$ cat src/rtl/tpu_operand_loader.sv
// Streams row-major int8 matrices A then B into the tiled global buffers used by
// the systolic engine, packing TILE elements per word and zero-filling partial tiles.
module tpu_operand_loader #(
   parameter int TILE = 4,
   parameter int AW   = 16
) (
   input  logic          clk,
   input  logic          reset,
   input  logic          cfg_valid,
   input  logic [7:0]    K,
   input  logic [7:0]    M,
   input  logic [7:0]    N,
   input  logic          in_valid,
   input  logic [7:0]    in_data,
   output logic          in_ready,
   output logic          A_wr_en,
   output logic [AW-1:0] A_index,
   output logic [31:0]   A_data_in,
   output logic          B_wr_en,
   output logic [AW-1:0] B_index,
   output logic [31:0]   B_data_in,
   output logic          busy,
   output logic          load_done,
   output logic          cfg_err
);
   // state    | meaning
   // S_IDLE   | waiting for a legal cfg_valid
   // S_LOAD_A | accepting A elements, writing buffer A
   // S_PAD_A  | zero words for rows M..4*Mt-1 of A
   // S_LOAD_B | accepting B elements, writing buffer B
   // S_PAD_B  | zero words for rows K..4*Kt-1 of B
   // S_DONE   | pulse load_done, drop busy

   localparam int TB = $clog2(TILE);

   typedef enum logic [2:0] {
      S_IDLE,
      S_LOAD_A,
      S_PAD_A,
      S_LOAD_B,
      S_PAD_B,
      S_DONE
   } state_t;

   state_t      r_state;
   logic [7:0]  r_k;
   logic [7:0]  r_m;
   logic [7:0]  r_n;
   logic [7:0]  r_row;
   logic [7:0]  r_col;
   logic [31:0] r_pack;

   logic          w_is_a;
   logic          w_is_pad;
   logic          w_accept;
   logic [7:0]    w_kt;
   logic [7:0]    w_nt;
   logic [7:0]    w_len;
   logic [7:0]    w_rows;
   logic [7:0]    w_pad_grps;
   logic [TB-1:0] w_byte;
   logic          w_last_col;
   logic          w_last_row;
   logic          w_word_end;
   logic          w_pad_needed;
   logic          w_tile_row_end;
   logic [31:0]   w_word;
   logic [AW-1:0] w_row_tile;
   logic [AW-1:0] w_row_sub;
   logic [AW-1:0] w_grp;
   logic [AW-1:0] w_kt_ext;
   logic [AW-1:0] w_a_idx;
   logic [AW-1:0] w_b_idx;
   state_t        w_after_phase;

   assign in_ready = (r_state == S_LOAD_A) || (r_state == S_LOAD_B);
   assign w_accept = in_valid && in_ready;
   assign w_is_a   = (r_state == S_LOAD_A) || (r_state == S_PAD_A);
   assign w_is_pad = (r_state == S_PAD_A) || (r_state == S_PAD_B);

   // Tile counts widened by one bit so dimensions near 255 do not wrap.
   assign w_kt = 8'(({1'b0, r_k} + 9'(TILE - 1)) >> TB);
   assign w_nt = 8'(({1'b0, r_n} + 9'(TILE - 1)) >> TB);

   assign w_len      = w_is_a ? r_k : r_n;
   assign w_rows     = w_is_a ? r_m : r_k;
   assign w_pad_grps = w_is_a ? w_kt : w_nt;

   assign w_byte         = r_col[TB-1:0];
   assign w_last_col     = (r_col == w_len - 8'd1);
   assign w_last_row     = (r_row == w_rows - 8'd1);
   assign w_word_end     = (w_byte == TB'(TILE - 1)) || w_last_col;
   assign w_pad_needed   = (w_rows[TB-1:0] != '0);
   assign w_tile_row_end = (r_row[TB-1:0] == TB'(TILE - 1));
   assign w_after_phase  = w_is_a ? S_LOAD_B : S_DONE;

   // In PAD states r_col counts column groups directly rather than elements.
   assign w_row_tile = AW'(r_row >> TB);
   assign w_row_sub  = AW'(r_row[TB-1:0]);
   assign w_grp      = w_is_pad ? AW'(r_col) : AW'(r_col >> TB);
   assign w_kt_ext   = AW'(w_kt);
   assign w_a_idx    = ((w_row_tile * w_kt_ext + w_grp) << TB) + w_row_sub;
   assign w_b_idx    = ((w_grp * w_kt_ext + w_row_tile) << TB) + w_row_sub;

   always_comb begin
      w_word = '0;
      for (int i = 0; i < TILE; i++) begin
         if (i < int'(w_byte))
            w_word[8*i +: 8] = r_pack[8*i +: 8];
         else if (i == int'(w_byte))
            w_word[8*i +: 8] = in_data;
      end
   end

   always_ff @(posedge clk) begin
      if (reset) begin
         r_state   <= S_IDLE;
         r_k       <= '0;
         r_m       <= '0;
         r_n       <= '0;
         r_row     <= '0;
         r_col     <= '0;
         r_pack    <= '0;
         A_wr_en   <= 1'b0;
         A_index   <= '0;
         A_data_in <= '0;
         B_wr_en   <= 1'b0;
         B_index   <= '0;
         B_data_in <= '0;
         busy      <= 1'b0;
         load_done <= 1'b0;
         cfg_err   <= 1'b0;
      end else begin
         A_wr_en   <= 1'b0;
         B_wr_en   <= 1'b0;
         load_done <= 1'b0;
         cfg_err   <= 1'b0;
         case (r_state)
            S_IDLE: begin
               if (cfg_valid) begin
                  if (K == 8'd0 || M == 8'd0 || N == 8'd0) begin
                     cfg_err <= 1'b1;
                  end else begin
                     r_k     <= K;
                     r_m     <= M;
                     r_n     <= N;
                     r_row   <= '0;
                     r_col   <= '0;
                     busy    <= 1'b1;
                     r_state <= S_LOAD_A;
                  end
               end
            end
            S_LOAD_A, S_LOAD_B: begin
               if (w_accept) begin
                  r_pack[{w_byte, 3'b000} +: 8] <= in_data;
                  if (w_word_end) begin
                     if (w_is_a) begin
                        A_wr_en   <= 1'b1;
                        A_index   <= w_a_idx;
                        A_data_in <= w_word;
                     end else begin
                        B_wr_en   <= 1'b1;
                        B_index   <= w_b_idx;
                        B_data_in <= w_word;
                     end
                  end
                  if (w_last_col) begin
                     r_col <= '0;
                     if (w_last_row) begin
                        if (w_pad_needed) begin
                           r_row   <= w_rows;
                           r_state <= w_is_a ? S_PAD_A : S_PAD_B;
                        end else begin
                           r_row   <= '0;
                           r_state <= w_after_phase;
                        end
                     end else begin
                        r_row <= r_row + 8'd1;
                     end
                  end else begin
                     r_col <= r_col + 8'd1;
                  end
               end
            end
            S_PAD_A, S_PAD_B: begin
               if (w_is_a) begin
                  A_wr_en   <= 1'b1;
                  A_index   <= w_a_idx;
                  A_data_in <= '0;
               end else begin
                  B_wr_en   <= 1'b1;
                  B_index   <= w_b_idx;
                  B_data_in <= '0;
               end
               if (r_col == w_pad_grps - 8'd1) begin
                  r_col <= '0;
                  if (w_tile_row_end) begin
                     r_row   <= '0;
                     r_state <= w_after_phase;
                  end else begin
                     r_row <= r_row + 8'd1;
                  end
               end else begin
                  r_col <= r_col + 8'd1;
               end
            end
            S_DONE: begin
               load_done <= 1'b1;
               busy      <= 1'b0;
               r_state   <= S_IDLE;
            end
            default: r_state <= S_IDLE;
         endcase
      end
   end

endmodule

$ cat config.mk
export PLATFORM = sky130hd
export DESIGN_NAME = tpu_operand_loader
export DESIGN_NICKNAME = d
export VERILOG_FILES = /design/src/rtl/tpu_operand_loader.sv
export SDC_FILE = /design/constraint.sdc
export NUM_CORES = 1
export LEC_CHECK = 0
export BUFFER_PORTS_ARGS = -buffer_cell sky130_fd_sc_hd__clkbuf_2
export CAP_MARGIN = 5
export CORE_ASPECT_RATIO = 1.5
export CORE_MARGIN = 2
export CORE_UTILIZATION = 35
export CTS_CLUSTER_SIZE = 12
export DETAILED_ROUTE_END_ITERATION = 8
export HOLD_SLACK_MARGIN = 0.15
export PLACE_DENSITY_LB_ADDON = 0.05
export SYNTH_ARGS = -nofsm -noshare
export SYNTH_HDL_FRONTEND = slang
export SYNTH_SLANG_ARGS = --single-unit
$ cat constraint.sdc
create_clock -name clk -period 6.62 [get_ports clk]
set_clock_uncertainty 0.15 [all_clocks]
set_input_delay 0.662 -clock clk [delete_from_list [all_inputs] [get_ports clk]]
set_output_delay 0.662 -clock clk [all_outputs]
set_load 0.01 [all_outputs]
==> flow_summary.ini, run 1 <==
[floorplan]
design.core.area_mm2 = 0.0335
start_util_pct = 35.6
die-area_mm2 = 0.0356
placementRows = 82
io_pins = 138
die_w_um = 155
die_h_um = 230

[sta]
period_minus_slack_ps = 6060
timing.final.crit_share_pct = 91.5
hold_violations = 0
rsz0062_at_grt = no
max_freq_ghz = 0.165
holdWs_ps = 302
worstMarginPinSlew_ps = 1050
slew_headroom_pct = 29.5
finalMaxSlewViolations = 0
tns_ps = 0
setup_violations = 0

[route]
ant_nets = 0
route.detailed.drc = 0
drtIter0Drc = 551
dr.pass1.iters = 5
wirelength_mm = 37.1
viasPerCell = 5.36
wl_per_cell_um = 18.8
num_vias = 10571

[critical_path]
cp_max_fo = 16
worstPathArrival_ps = 6270
crit_path_start_kind = flip-flop
r2r_slack_ps = 560
reg2reg_depth = 19
critPathKind = reg -> reg
required_ps = 6830
critPathCaptureType = flip-flop

[synth]
ys_ff_latch = 168
avgSynthCellArea_um2 = 8.25
syn_area_mm2 = 0.0119
yosysWarnings = 0
synth-async-reset-ratio_pct = 0
synth_edf_count = 0
synth_flop_cell = dfxtp_1
netlist_instances = 1445
seq_area_frac_synth_pct = 28.2
ys_types = 70
synth_nets = 1621

[layout]
nFillCells = 3495
antennaDiodeCount = 0
fin_util_pct = 40.6
drive_above_1_share_pct = 14.6
num-nets-final = 1715
final_cell_mix = dfxtp_1 (168), nor2_1 (146), nand2_1 (139), clkbuf_2 (136), nand3_1 (118)
finalNonFillerCells = 1972
mostFrequentLayoutCell = dfxtp_1
synthToLayoutAreaGrowth_pct = 14.3

[clocking]
clockBufferDepth = 2
clockRootBuffer = clkbuf_16
cts_sinks = 168
numCtsBuffers = 17
insertion_delay_ps = 460
cts_setup_buffers = 0
cts_tree = yes
clk_pin_slew_ps = 70
htreeDepth = 4
cts_resized = 0
cts_hold_buffers = 0

[min_path]
hold_path_class = reg -> reg
worstHoldPathCells = 2

[global_route]
antenna_found_initial = 0
met2_usage_pct = 39.4
use_met3_pct = 3.20
grt_pass1_wl_mm = 59.7
grtUsageMet1_pct = 24.6
grt_pass1_vias = 10728
track_usage_pct = 21.5
busiest_layer = met2
globalRouteOverflowTotal = 0
grt_start_max_net_pins = 85

[power]
power.internal_w = 0.00238
p_per_area_mw_per_mm2 = 312
combPwrFrac_pct = 45.2
power_frac_seq_pct = 29.8
swShare_pct = 44.0
switching_power_w = 0.00187
power_leakage_nw = 6.22
pwr-share-clk_pct = 25.0
vdd_ir_drop_max_mv = 0.174

[flow_run]
max_cap_violations = 0

[run_status]
status = finished, final reports clean

[placed_design]
placed_cells = 1940
numPortBuffers = 137
globalplace.congestion = 0.906
dp_hpwl_mm = 27.7
critical path, stage by stage, from the launching register on:
cell      delay [ps]
dfxtp_1          610
o21a_1           290
nand3_1          160
xnor2_1          620
nand2_1          170
fa_1             480
fa_1             510
inv_1             50
ha_1             290
fa_1             480
ha_1             340
nor2b_1          150
o21ai_0          240
a21boi_0         170
o21ai_0          220
a21boi_0         150
o31a_1           320
o21a_1           190
o21a_1           170
o41ai_1          210
kinds of logic (layout without fill, tap and decap cells):
logic type | count (synthesis) | after routing | share of synthesized area [%]
buffers and inverters | 192 | 299 | 6.25
multiplexers | 77 | 77 | 6.58
AND/OR/NAND/NOR | 528 | 528 | 20.5
flip-flops | 168 | 168 | 28.2
XOR/XNOR | 58 | 58 | 4.48
AO/OA/AOI/OAI | 282 | 282 | 15.5
adder cells (fa/ha/maj) | 140 | 140 | 18.5
cells in the mapped netlist (10+ instances only):
| cell | n | area, um^2 |
|---|---|---|
| a21oi_1 | 58 | 290 |
| nor3_1 | 23 | 115 |
| and3_1 | 13 | 81.3 |
| mux2i_1 | 66 | 661 |
| buf_1 | 13 | 48.8 |
| o21ai_0 | 86 | 430 |
| nor4_1 | 10 | 62.6 |
| ha_1 | 80 | 1000 |
| mux2_2 | 11 | 124 |
| o211ai_1 | 10 | 75.1 |
| xnor2_1 | 39 | 342 |
| dfxtp_1 | 168 | 3360 |
| xor2_1 | 17 | 149 |
| clkbuf_1 | 67 | 251 |
| o31ai_1 | 27 | 203 |
| or3_1 | 11 | 68.8 |
| nor2_1 | 147 | 552 |
| and2_1 | 12 | 75.1 |
| buf_2 | 11 | 55.1 |
| nand2_1 | 139 | 522 |
| a22oi_1 | 12 | 90.1 |
| nand3_1 | 118 | 591 |
| inv_1 | 94 | 353 |
| nor2b_1 | 14 | 87.6 |
| fa_1 | 60 | 1200 |
path summary, 6_finish.rpt:
path | from | to
worst min-delay path | r_pack[7] | r_pack[7]
worst min register to register | r_pack[7] | r_pack[7]
worst max-delay path | r_k[2] | B_index[14]
worst max register to register | r_k[2] | B_index[14]
sequential cells by signal, summed over array words and instances, names as in the netlist, 3 cells and up:
signal and count:
A_data_in 32, A_index 16, B_data_in 32, B_index 16, r_col 8, r_k 8
r_m 8, r_n 8, r_pack 24, r_row 8, r_state 3
power groups by stage:
stage | sequential, W | clock [W] | combinational, W
finish | 0.00127 | 0.00106 | 0.00192
global route | 0.00128 | 0.00113 | 0.00210
CTS | 0.00127 | 0.00110 | 0.00192
detailed placement | 0.00129 | 0 | 0.00191
global placement | 0.00129 | 0 | 0.00191
floorplan | 0.00121 | 0 | 0.00141
per-stage QoR:
step	worst slack (ps)	area [um^2]	total power, W
after floorplan	744	11900	0.00262
after global placement	668	13000	0.00320
after detailed placement	596	13000	0.00320
after CTS	539	13600	0.00429
after global routing	149	13600	0.00452
final	562	13600	0.00425
routing by layer:
metal	vias to the layer above	share of wire, %
met3	63	3.3
met4	0	3.5
met5	-	0
met1	5054	42
met2	245	51
li1	5209	-
layout make-up:
type / instances / area, um^2 / area share [%]
sequential: 168 / 3360 / 24.7
clock buffer: 18 / 439 / 3.22
tap: 420 / 526 / 3.85
clock inverter: 14 / 164 / 1.20
multi-input combinational: 1085 / 7830 / 57.5
timing repair buffer: 169 / 941 / 6.90
inverter: 98 / 368 / 2.70
Note: power is estimated with default switching activity, not from simulation.
==> run 2, diff against run 1 <==
--- a/config.mk
+++ b/config.mk
@@ -12,8 +12,9 @@
 export CORE_UTILIZATION = 35
 export CTS_CLUSTER_SIZE = 12
 export DETAILED_ROUTE_END_ITERATION = 8
-export HOLD_SLACK_MARGIN = 0.15
+export HOLD_SLACK_MARGIN = 0.08
 export PLACE_DENSITY_LB_ADDON = 0.05
+export REMOVE_ABC_BUFFERS = 1
 export SYNTH_ARGS = -nofsm -noshare
 export SYNTH_HDL_FRONTEND = slang
 export SYNTH_SLANG_ARGS = --single-unit
==> run 2 against run 1 <==
  * Die area did not move
  * Final cell count hardly changed
  * Critical endpoint unchanged
  * Non-clock buffer count grew 1
  * Maximum frequency is 0.24% higher
  * Combinational power about the same
  * Count of clock-buffer cells in the layout increased by 1
  * Hold slack about the same
  * Critical path type unchanged
  * Largest power group unchanged
==> flow_summary.ini, run 2 (synthesized netlist as in run 1, its figures left out) <==
[run_status]
status = finished, final reports clean

[sta]
timing.final.crit_share_pct = 91.3
rsz0062_at_grt = no
period_minus_slack_ps = 6040
slew_headroom_pct = 22.7
setup_violations = 0
max_freq_ghz = 0.165
setup_slack_ps = 576
finalMaxSlewViolations = 0
tns_ps = 0
worstMarginPinSlew_ps = 1160
hold_violations = 0

[floorplan]
die_w_um = 155
die-area_mm2 = 0.0356
die_h_um = 230
io_pins = 138
placementRows = 82
start_util_pct = 35.6
design.core.area_mm2 = 0.0335

[critical_path]
required_ps = 6820
slowest_delay_ps = 590
worst-path-buf-inv = 4
worstSetupStartpoint = r_state[2]
worstPathArrival_ps = 6240
cp_max_fo = 17
crit_path_start_kind = flip-flop
critPathSlowestCell = fa_1
critPathCaptureType = flip-flop
rr_startpoint = r_state[2]
worstPathCellList = xor2_1 > nand2b_1 > a21oi_1 > inv_1 > nand2_1 > fa_1 > fa_1 > inv_1 > fa_1 > inv_1 > fa_1 > inv_1 > ha_1 > a21boi_0 > o21ai_0 > a21boi_0 > o31a_1 > o21a_1 > o21a_1 > o41ai_1
path_delay_family = adder cells
critPathKind = reg -> reg

[min_path]
hold_start = r_pack[5]
hold_path_class = reg -> reg

[global_route]
globalRouteOverflowTotal = 0
grt_pass1_vias = 10718
grt_pass1_wl_mm = 59.3
track_usage_pct = 21.4
antenna_found_initial = 0
grt_start_max_net_pins = 86

[layout]
drive_above_1_share_pct = 14.5
synthToLayoutAreaGrowth_pct = 14.0
mostFrequentLayoutCell = dfxtp_1
reg.largest.list = A_data_in x32, B_data_in x32, r_pack x24
final_cell_mix = dfxtp_1 (168), nor2_1 (146), nand2_1 (139), clkbuf_2 (136), nand3_1 (118)
antennaDiodeCount = 0
num-nets-final = 1716

[route]
route.detailed.drc = 0
drtIter0Drc = 492
viasPerCell = 5.33
dr.pass1.iters = 5
num_vias = 10523
ant_nets = 0
wl_per_cell_um = 18.9
wirelength_mm = 37.2

[clocking]
insertion_delay_ps = 450
clockBufferDepth = 2
clk_pin_slew_ps = 70
clockRootBuffer = clkbuf_16
numCtsBuffers = 17
cts_resized = 0
cts_sinks = 168
cts_tree = yes
cts_setup_buffers = 0
cts_hold_buffers = 0
htreeDepth = 4

[placed_design]
numPortBuffers = 137
dp_hpwl_mm = 28.6
dp_slack_ps = 596
globalplace.congestion = 0.909

[power]
p_per_area_mw_per_mm2 = 307
total_power_w = 0.00417
vdd_ir_drop_max_mv = 0.187
power_leakage_nw = 6.19

[flow_run]
max_cap_violations = 0
[run 2: final cells by class]
cell class / count / area (um^2)
Timing Repair Buffer: 170 / 936
Inverter: 98 / 368
Sequential cell: 168 / 3360
Tap cell: 420 / 526
Fill cell: 3486 / 20000
Clock inverter: 13 / 134
Clock buffer: 19 / 433
Multi-Input combinational cell: 1085 / 7830
[run 2: path summary, 6_finish.rpt]
kind | to | slack, ps | cells after the start
hold reg to reg | r_pack[5] | 300 | 2
setup / recovery | B_index[14] | 580 | 20
hold / removal | r_pack[5] | 300 | 2
setup reg to reg | B_index[14] | 580 | 20
[run 2: power by group]
group / internal [W] / switching [W] / total, W / leakage [nW]
combinational: 0.000683 / 0.00120 / 0.00189 / 4.56
clock: 0.000530 / 0.000472 / 0.00100 / 0.267
sequential: 0.00111 / 0.000168 / 0.00128 / 1.36
total: 0.00232 / 0.00185 / 0.00417 / 6.19
[run 2: stage by stage]
stage          std cells  hold WS, ps  area (um^2)  utilization, %
2_1_floorplan       1351          273        11500               -
3_3_place_gp        1941          286        13000            38.8
3_5_place_dp        1941          293        13000            38.8
4_1_cts             1973          303        13600            40.5
5_1_grt             1973          324        13600            40.5
6_report            1973          302        13600            40.5
[run 2: worst reg2reg max path, delay by kind of cell, from the launching register on]
family | cells | cell delay [ps]
xor+xnor | 1 | 210
simple gates | 2 | 550
flops | 1 | 350
buf+inv | 4 | 320
fa+ha+maj | 5 | 2440
compound gates | 8 | 1920
[run 2: metal layers]
metal | global-route usage, % | vias up | wire [um]
met3 | 2.90 | 58 | 1020
li1 | - | 5212 | -
met4 | 9.35 | 0 | 1450
met2 | 41.5 | 208 | 20500
met1 | 22.6 | 5045 | 14300
met5 | 0 | - | 0
